**src/rtl/ttl_univ_shift_reg.sv**
```systemverilog
// Universal shift register (74LS194 style, WIDTH bits) with a saturating shift counter.
// Define TTL_OUT_DELAY_EN to drive q/so_r/so_l/reload_req through rise/fall delays.
module ttl_univ_shift_reg #(
  parameter int              WIDTH      = 8,
  parameter logic [WIDTH-1:0] SET_VALUE = {WIDTH{1'b1}},
  parameter int              DELAY_RISE = 14,
  parameter int              DELAY_FALL = 10,
  localparam int             CNT_W      = $clog2(WIDTH+1)
) (
  input  logic             clk,
  input  logic             reset,
  input  logic             ce,
  input  logic             set,
  input  logic [1:0]       mode,
  input  logic [WIDTH-1:0] d,
  input  logic             sr_in,
  input  logic             sl_in,
  output logic [WIDTH-1:0] q,
  output logic             so_r,
  output logic             so_l,
  output logic [CNT_W-1:0] shift_cnt,
  output logic             reload_req
);

  localparam logic [CNT_W-1:0] CNT_MAX = CNT_W'(WIDTH);

  localparam logic [1:0] MODE_HOLD = 2'b00;
  localparam logic [1:0] MODE_SHR  = 2'b01;
  localparam logic [1:0] MODE_SHL  = 2'b10;
  localparam logic [1:0] MODE_LOAD = 2'b11;

  if (WIDTH < 2 || DELAY_RISE < 0 || DELAY_FALL < 0) begin : g_bad_param
    $error("ttl_univ_shift_reg: WIDTH must be >= 2 and delays non-negative");
  end

  logic [WIDTH-1:0] q_q, q_d;
  logic [CNT_W-1:0] cnt_q, cnt_d;
  logic             reload;

  // Counter saturates at WIDTH so an exhausted shifter stays flagged until reloaded.
  always_comb begin
    q_d   = q_q;
    cnt_d = cnt_q;
    if (reset) begin
      q_d   = '0;
      cnt_d = CNT_MAX;
    end else if (ce) begin
      if (set) begin
        q_d   = SET_VALUE;
        cnt_d = '0;
      end else begin
        case (mode)
          MODE_SHR: begin
            q_d = {sr_in, q_q[WIDTH-1:1]};
            if (cnt_q != CNT_MAX) cnt_d = cnt_q + 1'b1;
          end
          MODE_SHL: begin
            q_d = {q_q[WIDTH-2:0], sl_in};
            if (cnt_q != CNT_MAX) cnt_d = cnt_q + 1'b1;
          end
          MODE_LOAD: begin
            q_d   = d;
            cnt_d = '0;
          end
          MODE_HOLD: ;
          default: ;
        endcase
      end
    end
  end

  always_ff @(posedge clk) begin
    q_q   <= q_d;
    cnt_q <= cnt_d;
  end

  assign reload    = (cnt_q == CNT_MAX);
  assign shift_cnt = cnt_q;

`ifdef TTL_OUT_DELAY_EN
  assign #(DELAY_RISE, DELAY_FALL) q          = q_q;
  assign #(DELAY_RISE, DELAY_FALL) so_r       = q_q[0];
  assign #(DELAY_RISE, DELAY_FALL) so_l       = q_q[WIDTH-1];
  assign #(DELAY_RISE, DELAY_FALL) reload_req = reload;
`else
  assign q          = q_q;
  assign so_r       = q_q[0];
  assign so_l       = q_q[WIDTH-1];
  assign reload_req = reload;
`endif

endmodule

```
**config.mk**
```make
export PLATFORM = sky130hd
export DESIGN_NAME = ttl_univ_shift_reg
export DESIGN_NICKNAME = d
export VERILOG_FILES = /design/src/rtl/ttl_univ_shift_reg.sv
export SDC_FILE = /design/constraint.sdc
export NUM_CORES = 1
export LEC_CHECK = 0
export CORE_MARGIN = 2
export CORE_UTILIZATION = 39
export CTS_CLUSTER_DIAMETER = 200
export DETAILED_ROUTE_END_ITERATION = 16
export PLACE_DENSITY = 0.71
export SYNTH_ARGS = -nofsm -noshare
export SYNTH_HDL_FRONTEND = slang
export SYNTH_SLANG_ARGS = --single-unit
```
**constraint.sdc**
```tcl
create_clock -name clk -period 3.9 [get_ports clk]
set_clock_uncertainty 0.1 [all_clocks]
set_input_delay 0.78 -clock clk [delete_from_list [all_inputs] [get_ports clk]]
set_output_delay 0.78 -clock clk [all_outputs]
set_load 0.005 [all_outputs]
```
==> run_results.csv, run 1 <==
group,metric,value,unit
logic_synthesis,async_flop_share,0,%
cts,clock_sinks,12,
finish,multi_input_area,546,sq um
finish,final.fill_count,186,
power,ir_worst_vdd,160,uV
logic_synthesis,yosys.cell_types.count,25,
route,ant_nets,0,
floorplanning,die_area,2580,sq um
logic_synthesis,synthesis.nets,129,
timing,hold_viol_final,0,
global_route,use_met3,3.87,%
finish,register_area,240,sq um
logic_synthesis,synthCells,106,
cts,cts_tree,"built",
setup_path,critPathArrivalTime,2.86,ns
timing,relSlewSlack,45.9,%
placed_design,placement.io_buffers,30,
setup_path,crit_fanout,9,
cts,clkTransAtPathRegs,0.06,ns
logic_synthesis,synth.area.top_cells,"dfxtp_1 28%, a211oi_2 12%, ha_1 10%",
hold_path,hp-class,"reg2reg",
finish,layout-drive-gt1-share,10.6,%
global_route,grt_pass1_vias,771,
cts,hold_buffers,0,
floorplanning,core_area,2020,sq um
logic_synthesis,synth.avg_cell_area,8.05,sq um
timing,setup_violations,0,
route,drc,0,
finish,nets,157,
placed_design,pre_cts_slack,0.808,ns
global_route,grt_max_degree,13,
global_route,busiest_layer,"met2",
timing,slew_violations,0,
finish,area_growth,36.1,%
cts,insertion_delay,0.26,ns
cts,cts_made_buffers,3,
global_route,antenna_found_initial,0,
logic_synthesis,syn_area,853,sq um
global_route,grt_pass1_wl,3370,um
status,status,"complete, no violations",
setup_path,required,3.91,ns
logic_synthesis,synth_top_area_share,28.2,%
cts,root_buffer,"clkbuf_4",
power,p_leak,0.419,nW
global_route,grt_use_met1,19.8,%
timing,finalWorstSetupSlack,1.04,ns
placed_design,place.gp.congestion,0.754,
route,vias,810,
logic_synthesis,ys.flop_type,"dfxtp_1",
cts,ctsResizeCount,0,
timing,max_freq,0.350,GHz
global_route,use_met2,30.3,%
cts,h-tree-depth,1,
timing,final.setup.tns,0,ns
logic_synthesis,yosysTopAreaCell,"dfxtp_1",
route,drt-initial-drc-count,14,
logic_synthesis,synth_seq_cells,12,
global_route,gr-total-overflow,0,
floorplanning,rows,16,
setup_path,crit_path_start_kind,"input port",
placed_design,dp_hpwl,1540,um
power,power_density,270,nW/um^2
timing,tightestPinTransition,0.810,ns
cts,postCtsSetupRepairBufs,0,
timing,min_period,2.86,ns
logic_synthesis,synth.yosys.warnings,0,
logic_synthesis,ys_top_cells_by_count,"17 x o21ai_0, 12 x dfxtp_1, 11 x nand2_1",
run,max_cap_violations,0,
logic_synthesis,yosysSeqAreaShare,28.2,%
logic_synthesis,synth_enable_flop_cells,0,
logic_synthesis,synth.most_common_cell,"o21ai_0",
floorplanning,dieHeight,50.8,um
route,drt_first_pass_iters,4,
floorplanning,ioPinCount,31,
setup_path,worstSetupPathType,"in2reg",
global_route,grt_use_total,17.1,%
timing,rsz0062_at_grt,"no",
cts,cts.path.max_buffers,2,
route,routed_wirelength,1980,um
route,wl_per_cell,12.5,um
finish,antenna_cells,0,
timing,period_share,73.2,%
floorplanning,start_util,42.2,%
setup_path,worstSetupEndpointType,"flop",
route,via_per_inst,5.09,
floorplanning,fp.dieW,50.8,um
## critical path, cell delays in order
cell and delay (ns):
clkdlybuf4s50_1 0.56, ha_1 0.20, or2_4 0.14, o31a_1 0.31, nor2b_1 0.71, a211oi_2 0.15
## routing by layer
metal,share of wire [%],vias to the layer above
met5,0,-
met4,0.76,0
met3,6.6,2
met2,48,28
met1,45,359
li1,-,421
## flip-flops by register name, indices dropped and copies added, names as in the netlist
register,cells
q,8
shift_cnt,4
## placed cells by master (no fill, tap or decap)
| cell type | count |
|---|---|
| or4b_1 | 1 |
| nor2b_1 | 9 |
| or2_4 | 1 |
| or3_2 | 1 |
| inv_1 | 5 |
| nand3_1 | 3 |
| nor2_1 | 10 |
| nand4bb_1 | 1 |
| and3b_1 | 1 |
| nand2_1 | 11 |
| o21ai_0 | 17 |
| clkbuf_4 | 3 |
| and2_2 | 1 |
| o31a_1 | 1 |
| a21oi_1 | 4 |
| or2_0 | 1 |
| or4_1 | 1 |
| clkdlybuf4s50_1 | 30 |
| nand3b_1 | 1 |
| ha_1 | 7 |
| nand2b_1 | 1 |
| a31oi_1 | 2 |
| a211oi_2 | 8 |
| dfxtp_1 | 12 |
## cell families after synthesis
family,synth area share (%)
flip-flops,28.2
adder cells (fa/ha/maj),10.3
AO/OA/AOI/OAI,26.5
buffers and inverters,7.92
AND/OR/NAND/NOR,27.1
## per-stage QoR
stage | total power, mW | std cells | hold slack (ns) | area [sq um] | util (%)
global route | 0.339 | 159 | 0.459 | 1160 | 57.4
CTS | 0.318 | 159 | 0.422 | 1160 | 57.4
global placement | 0.243 | 156 | 0.403 | 1140 | 56.3
floorplan | 0.197 | 106 | 0.389 | 853 | -
finish | 0.313 | 159 | 0.419 | 1160 | 57.4
detailed placement | 0.245 | 156 | 0.405 | 1140 | 56.3
## report_power, final
part | internal, mW | switching (mW)
clock network | 0.0356 | 0.0354
registers | 0.132 | 0.0102
logic | 0.0568 | 0.0430
## layout make-up
class	count	share of cell area, %
Multi-Input combinational cell	82	47.0
Timing Repair Buffer	30	25.9
Sequential cell	12	20.7
Tap cell	27	2.91
Clock buffer	3	1.94
Inverter	5	1.62
## worst paths after layout
check,from,endpoint,slack [ns],cells past startpoint
setup / recovery,mode[1],q[4],1.04,6
hold / removal,shift_cnt[1],shift_cnt[1],0.42,2
hold reg to reg,shift_cnt[1],shift_cnt[1],0.42,2
setup reg to reg,shift_cnt[0],shift_cnt[2],2.03,6
Note: power is estimated with default switching activity, not from simulation.
==> run 2, diff against run 1 <==
--- a/config.mk
+++ b/config.mk
@@ -9,7 +9,7 @@
 export CORE_UTILIZATION = 39
 export CTS_CLUSTER_DIAMETER = 200
 export DETAILED_ROUTE_END_ITERATION = 16
-export PLACE_DENSITY = 0.71
+export PLACE_DENSITY = 0.74
 export SYNTH_ARGS = -nofsm -noshare
 export SYNTH_HDL_FRONTEND = slang
 export SYNTH_SLANG_ARGS = --single-unit
==> constraint.sdc (replaced) <==
create_clock -name clk -period 2.4 [get_ports clk]
set_clock_uncertainty 0.1 [all_clocks]
set_input_delay 0.48 -clock clk [delete_from_list [all_inputs] [get_ports clk]]
set_output_delay 0.48 -clock clk [all_outputs]
set_load 0.005 [all_outputs]
==> run_results.csv, run 2 (synthesis results as in run 1) <==
group,metric,value,unit
status,status,"complete, no violations",
hold_path,hold_start,"shift_cnt[1]",
floorplanning,fp.dieW,50.8,um
cts,root_buffer,"clkbuf_4",
power,ir_worst_vdd,341,uV
floorplanning,die_area,2580,sq um
cts,cts_tree,"built",
finish,layout-drive-gt1-share,17.1,%
hold_path,min_to,"shift_cnt[1]",
cts,ctsResizeCount,0,
route,wl_met1,918,um
route,drc,0,
hold_path,hp-class,"reg2reg",
setup_path,worstSetupPathType,"in2reg",
power,p_int,0.407,mW
placed_design,place.gp.congestion,0.759,
route,via_per_inst,5.16,
timing,slew_violations,0,
finish,largest_reg_flops,8,
timing,relSlewSlack,61.3,%
cts,clkTransAtPathRegs,0.08,ns
timing,setup_violations,0,
finish,register_area,240,sq um
placed_design,dp_hpwl,1700,um
hold_path,whs_path_depth,2,
route,top_layer,"met3",
global_route,grt_use_total,18.0,%
cts,insertion_delay,0.26,ns
timing,hold_viol_final,0,
finish,area_growth,44.9,%
setup_path,worstSetupEndpointType,"flop",
timing,min_period,2.26,ns
placed_design,placement.io_buffers,30,
route,wl_met3,118,um
setup_path,reg2reg_slack,0.57,ns
global_route,grt_pass1_vias,859,
route,wl_per_cell,12.6,um
finish,multi_input_area,554,sq um
global_route,antenna_found_initial,0,
setup_path,ff2ff_path_depth,6,
power,switching_power,0.156,mW
setup_path,critPathArrivalTime,2.35,ns
finish,nets,164,
power,p_comb_share,30.8,%
floorplanning,core_area,2020,sq um
setup_path,required,2.49,ns
placed_design,pre_cts_slack,-0.271,ns
route,drt-initial-drc-count,8,
floorplanning,ioPinCount,31,
global_route,grt_pass1_wl,3590,um
power,switching_share,27.7,%
floorplanning,rows,16,
setup_path,crit_path_start_kind,"input port",
run,max_cap_violations,0,
setup_path,r2r_start,"shift_cnt[0]",
finish,most-common-layout-cells,"30 x clkdlybuf4s50_1, 17 x o21ai_0, 12 x dfxtp_1, 11 x nand2_1, 10 x nor2_1",
finish,final.fill_count,181,
finish,final_common_cell,"clkdlybuf4s50_1",
timing,max_freq,0.442,GHz
route,drt_first_pass_iters,4,
setup_path,r2r_end,"shift_cnt[2]",
route,routed_wirelength,2100,um
power,p_clk_share,28.1,%
power,power_density,456,nW/um^2
setup_path,crit_fanout,8,
floorplanning,dieHeight,50.8,um
cts,clock_sinks,12,
power,seq_power_share,41.1,%
timing,period_share,94.2,%
timing,rsz0062_at_grt,"no",
cts,cts_made_buffers,3,
cts,hold_buffers,0,
cts,cts.path.max_buffers,2,
timing,finalWorstSetupSlack,0.138,ns
floorplanning,start_util,42.2,%
route,wl_met2,1060,um
cts,postCtsSetupRepairBufs,0,
global_route,gr-total-overflow,0,
timing,hold_ws,0.427,ns
cts,h-tree-depth,1,
route,vias,861,
route,ant_nets,0,
finish,antenna_cells,0,
timing,tightestPinTransition,0.579,ns
power,p_leak,0.463,nW
global_route,grt_max_degree,13,
[run 2: power groups by stage]
| stage | clock (mW) | sequential, mW | combinational [mW] |
|---|---|---|---|
| after CTS | 0.162 | 0.231 | 0.174 |
| after global placement | 0 | 0.235 | 0.167 |
| after detailed placement | 0 | 0.236 | 0.173 |
| final | 0.158 | 0.231 | 0.174 |
| after global routing | 0.173 | 0.234 | 0.192 |
| after floorplan | 0 | 0.234 | 0.0871 |
[run 2: cell type report]
cell class	instances	area share, %
timing repair buffer	37	28.5
inverter	5	1.52
sequential	12	19.4
clock buffer	4	2.94
multi-input combinational	82	44.8
tap	27	2.73
[run 2: stage by stage]
stage                     setup TNS [ns]  total power [mW]  std cells  utilization (%)  cell area (sq um)
after floorplan                        0             0.321        106                -                853
after global placement             -1.26             0.402        163             58.9               1190
after detailed placement           -2.69             0.409        163             58.9               1190
after CTS                              0             0.567        167             60.7               1230
after global routing                   0             0.599        167             61.1               1240
final                                  0             0.563        167             61.1               1240
[run 2: worst max path at each step]
| stage | from | endpoint | cells past startpoint |
|---|---|---|---|
| after detailed placement | mode[0] | shift_cnt[2] | 7 |
| final | mode[0] | shift_cnt[2] | 7 |
| after global routing | mode[0] | shift_cnt[2] | 7 |
| after CTS | mode[0] | shift_cnt[2] | 7 |
| after floorplan | mode[0] | q[5] | 7 |
| after global placement | mode[1] | q[5] | 6 |
[run 2: worst max-delay path, cell delays in order]
cell and delay [ns]:
clkdlybuf4s50_1 0.50, inv_1 0.07, ha_1 0.31, nand4bb_1 0.15, a31oi_2 0.17, or4b_1 0.53
a21oi_1 0.13
[run 2: per-layer routing]
metal  track usage [%]  vias to the layer above
met5                 0                        -
met4              4.05                        0
met3              4.46                        0
met2              32.9                       27
met1              20.9                      398
li1                  -                      436
==> run 3, diff against run 2 <==
--- a/config.mk
+++ b/config.mk
@@ -5,6 +5,7 @@
 export SDC_FILE = /design/constraint.sdc
 export NUM_CORES = 1
 export LEC_CHECK = 0
+export ABC_CLOCK_PERIOD_IN_PS = 2400
 export CORE_MARGIN = 2
 export CORE_UTILIZATION = 39
 export CTS_CLUSTER_DIAMETER = 200
==> constraint.sdc (replaced) <==
create_clock -name clk -period 2.4 [get_ports clk]
set_clock_uncertainty 0.1 [all_clocks]
set_input_delay 0.24 -clock clk [delete_from_list [all_inputs] [get_ports clk]]
set_output_delay 0.24 -clock clk [all_outputs]
set_load 0.005 [all_outputs]
==> run_results.csv, run 3 (synthesis results as in run 1) <==
group,metric,value,unit
power,power.total,0.564,mW
timing,hold_viol_final,0,
finish,instances_no_fill,162,
run,max_cap_violations,0,
route,ant_nets,0,
cts,cts_tree,"built",
finish,antenna_cells,0,
setup_path,crit_fanout,8,
timing,tightestPinTransition,0.808,ns
setup_path,cp_top_family,"simple AND/OR/NAND/NOR gates",
floorplanning,ioPinCount,31,
setup_path,worstSetupEndpointType,"flop",
global_route,antenna_found_initial,0,
floorplanning,die_area,2580,sq um
cts,insertion_delay,0.28,ns
finish,nets,159,
setup_path,cp_cell_sequence,"clkdlybuf4s50_1 > inv_1 > ha_1 > nand4bb_1 > a31oi_1 > or4b_1 > a21oi_1",
power,ir_worst_vdd,286,uV
placed_design,place.gp.congestion,0.753,
timing,setup_violations,0,
cts,clock_sinks,12,
timing,relSlewSlack,46.0,%
power,power_density,474,nW/um^2
route,drt-initial-drc-count,12,
setup_path,required,2.51,ns
route,drt_first_pass_iters,4,
setup_path,critPathArrivalTime,2.22,ns
route,via_per_inst,5.12,
timing,rsz0062_at_grt,"no",
floorplanning,start_util,42.2,%
timing,min_period,2.11,ns
floorplanning,dieHeight,50.8,um
timing,max_freq,0.474,GHz
setup_path,slowest_delay,0.56,ns
route,vias,830,
finish,area_growth,39.4,%
placed_design,dp_hpwl,1620,um
global_route,grt_max_degree,13,
cts,h-tree-depth,1,
timing,slew_violations,0,
route,drc,0,
finish,most-common-layout-cells,"30 x clkdlybuf4s50_1, 17 x o21ai_0, 12 x dfxtp_1, 11 x nand2_1, 10 x nor2_1",
finish,layout-drive-gt1-share,12.6,%
setup_path,slowest_stage,"clkdlybuf4s50_1",
finish,final.fill_count,191,
cts,root_buffer,"clkbuf_4",
finish,final_common_cell,"clkdlybuf4s50_1",
cts,cts_made_buffers,3,
floorplanning,fp.dieW,50.8,um
timing,final.setup.tns,0,ns
global_route,gr-total-overflow,0,
power,p_leak,0.436,nW
global_route,grt_pass1_wl,3480,um
setup_path,worstSetupPathType,"in2reg",
cts,postCtsSetupRepairBufs,0,
cts,cts.path.max_buffers,2,
placed_design,placement.io_buffers,30,
route,routed_wirelength,2070,um
finish,largest_reg_flops,8,
floorplanning,core_area,2020,sq um
cts,clkTransAtPathRegs,0.08,ns
status,status,"complete, no violations",
cts,hold_buffers,0,
timing,period_share,88.0,%
hold_path,hp-class,"reg2reg",
cts,ctsResizeCount,0,
route,wl_per_cell,12.8,um
global_route,grt_pass1_vias,744,
setup_path,crit_path_start_kind,"input port",
setup_path,crit_buf_inv,2,
floorplanning,rows,16,
placed_design,place_inst,158,
global_route,grt_use_total,17.6,%
## run 3: cell count changes in the layout (fill, tap and decap cells not counted), sizes merged
cell	previous run	this run
buf	7	2
## run 3: cell type report
class	instances	area, sq um	share of cell area [%]
Clock buffer	4	36.3	3.05
Inverter	5	18.8	1.58
Multi-Input combinational cell	82	546	45.8
Sequential cell	12	240	20.2
Tap cell	27	33.8	2.84
Timing Repair Buffer	32	315	26.5
## run 3: per-stage QoR
stage	hold slack (ns)	worst slack [ns]	util, %	cell area [sq um]
5_1_grt	0.464	0.122	58.8	1190
3_5_place_dp	0.411	-0.00276	57.1	1150
2_1_floorplan	0.205	0.718	-	853
6_report	0.423	0.288	58.8	1190
3_3_place_gp	0.405	0.0713	57.1	1150
4_1_cts	0.425	0.295	58.8	1190
## run 3: power breakdown
group | total (mW) | internal, mW | switching, mW
clock | 0.167 | 0.0923 | 0.0748
sequential | 0.231 | 0.214 | 0.0169
combinational | 0.166 | 0.0947 | 0.0711
## run 3: path summary, 6_finish.rpt
check / start / to / slack [ns] / cells after the start
worst min register to register: shift_cnt[1] / shift_cnt[1] / 0.42 / 2
worst max-delay path: mode[0] / shift_cnt[2] / 0.29 / 7
worst min-delay path: shift_cnt[1] / shift_cnt[1] / 0.42 / 2
worst max register to register: shift_cnt[0] / shift_cnt[2] / 0.52 / 6
## run 3: per-layer routing
layer / wire length (um) / vias up / GRT usage [%]
met5: 0 / - / 0
met4: 13 / 0 / 5.41
met3: 128 / 2 / 3.57
met2: 976 / 29 / 28.5
met1: 951 / 378 / 23.4
li1: - / 421 / -
## run 3: worst reg2reg max path, cell delays in order, from the launching register on
cell and delay [ns]:
dfxtp_1 0.42, inv_1 0.07, ha_1 0.23, nand4bb_1 0.10, a31oi_1 0.21, or4b_1 0.55
a21oi_1 0.14
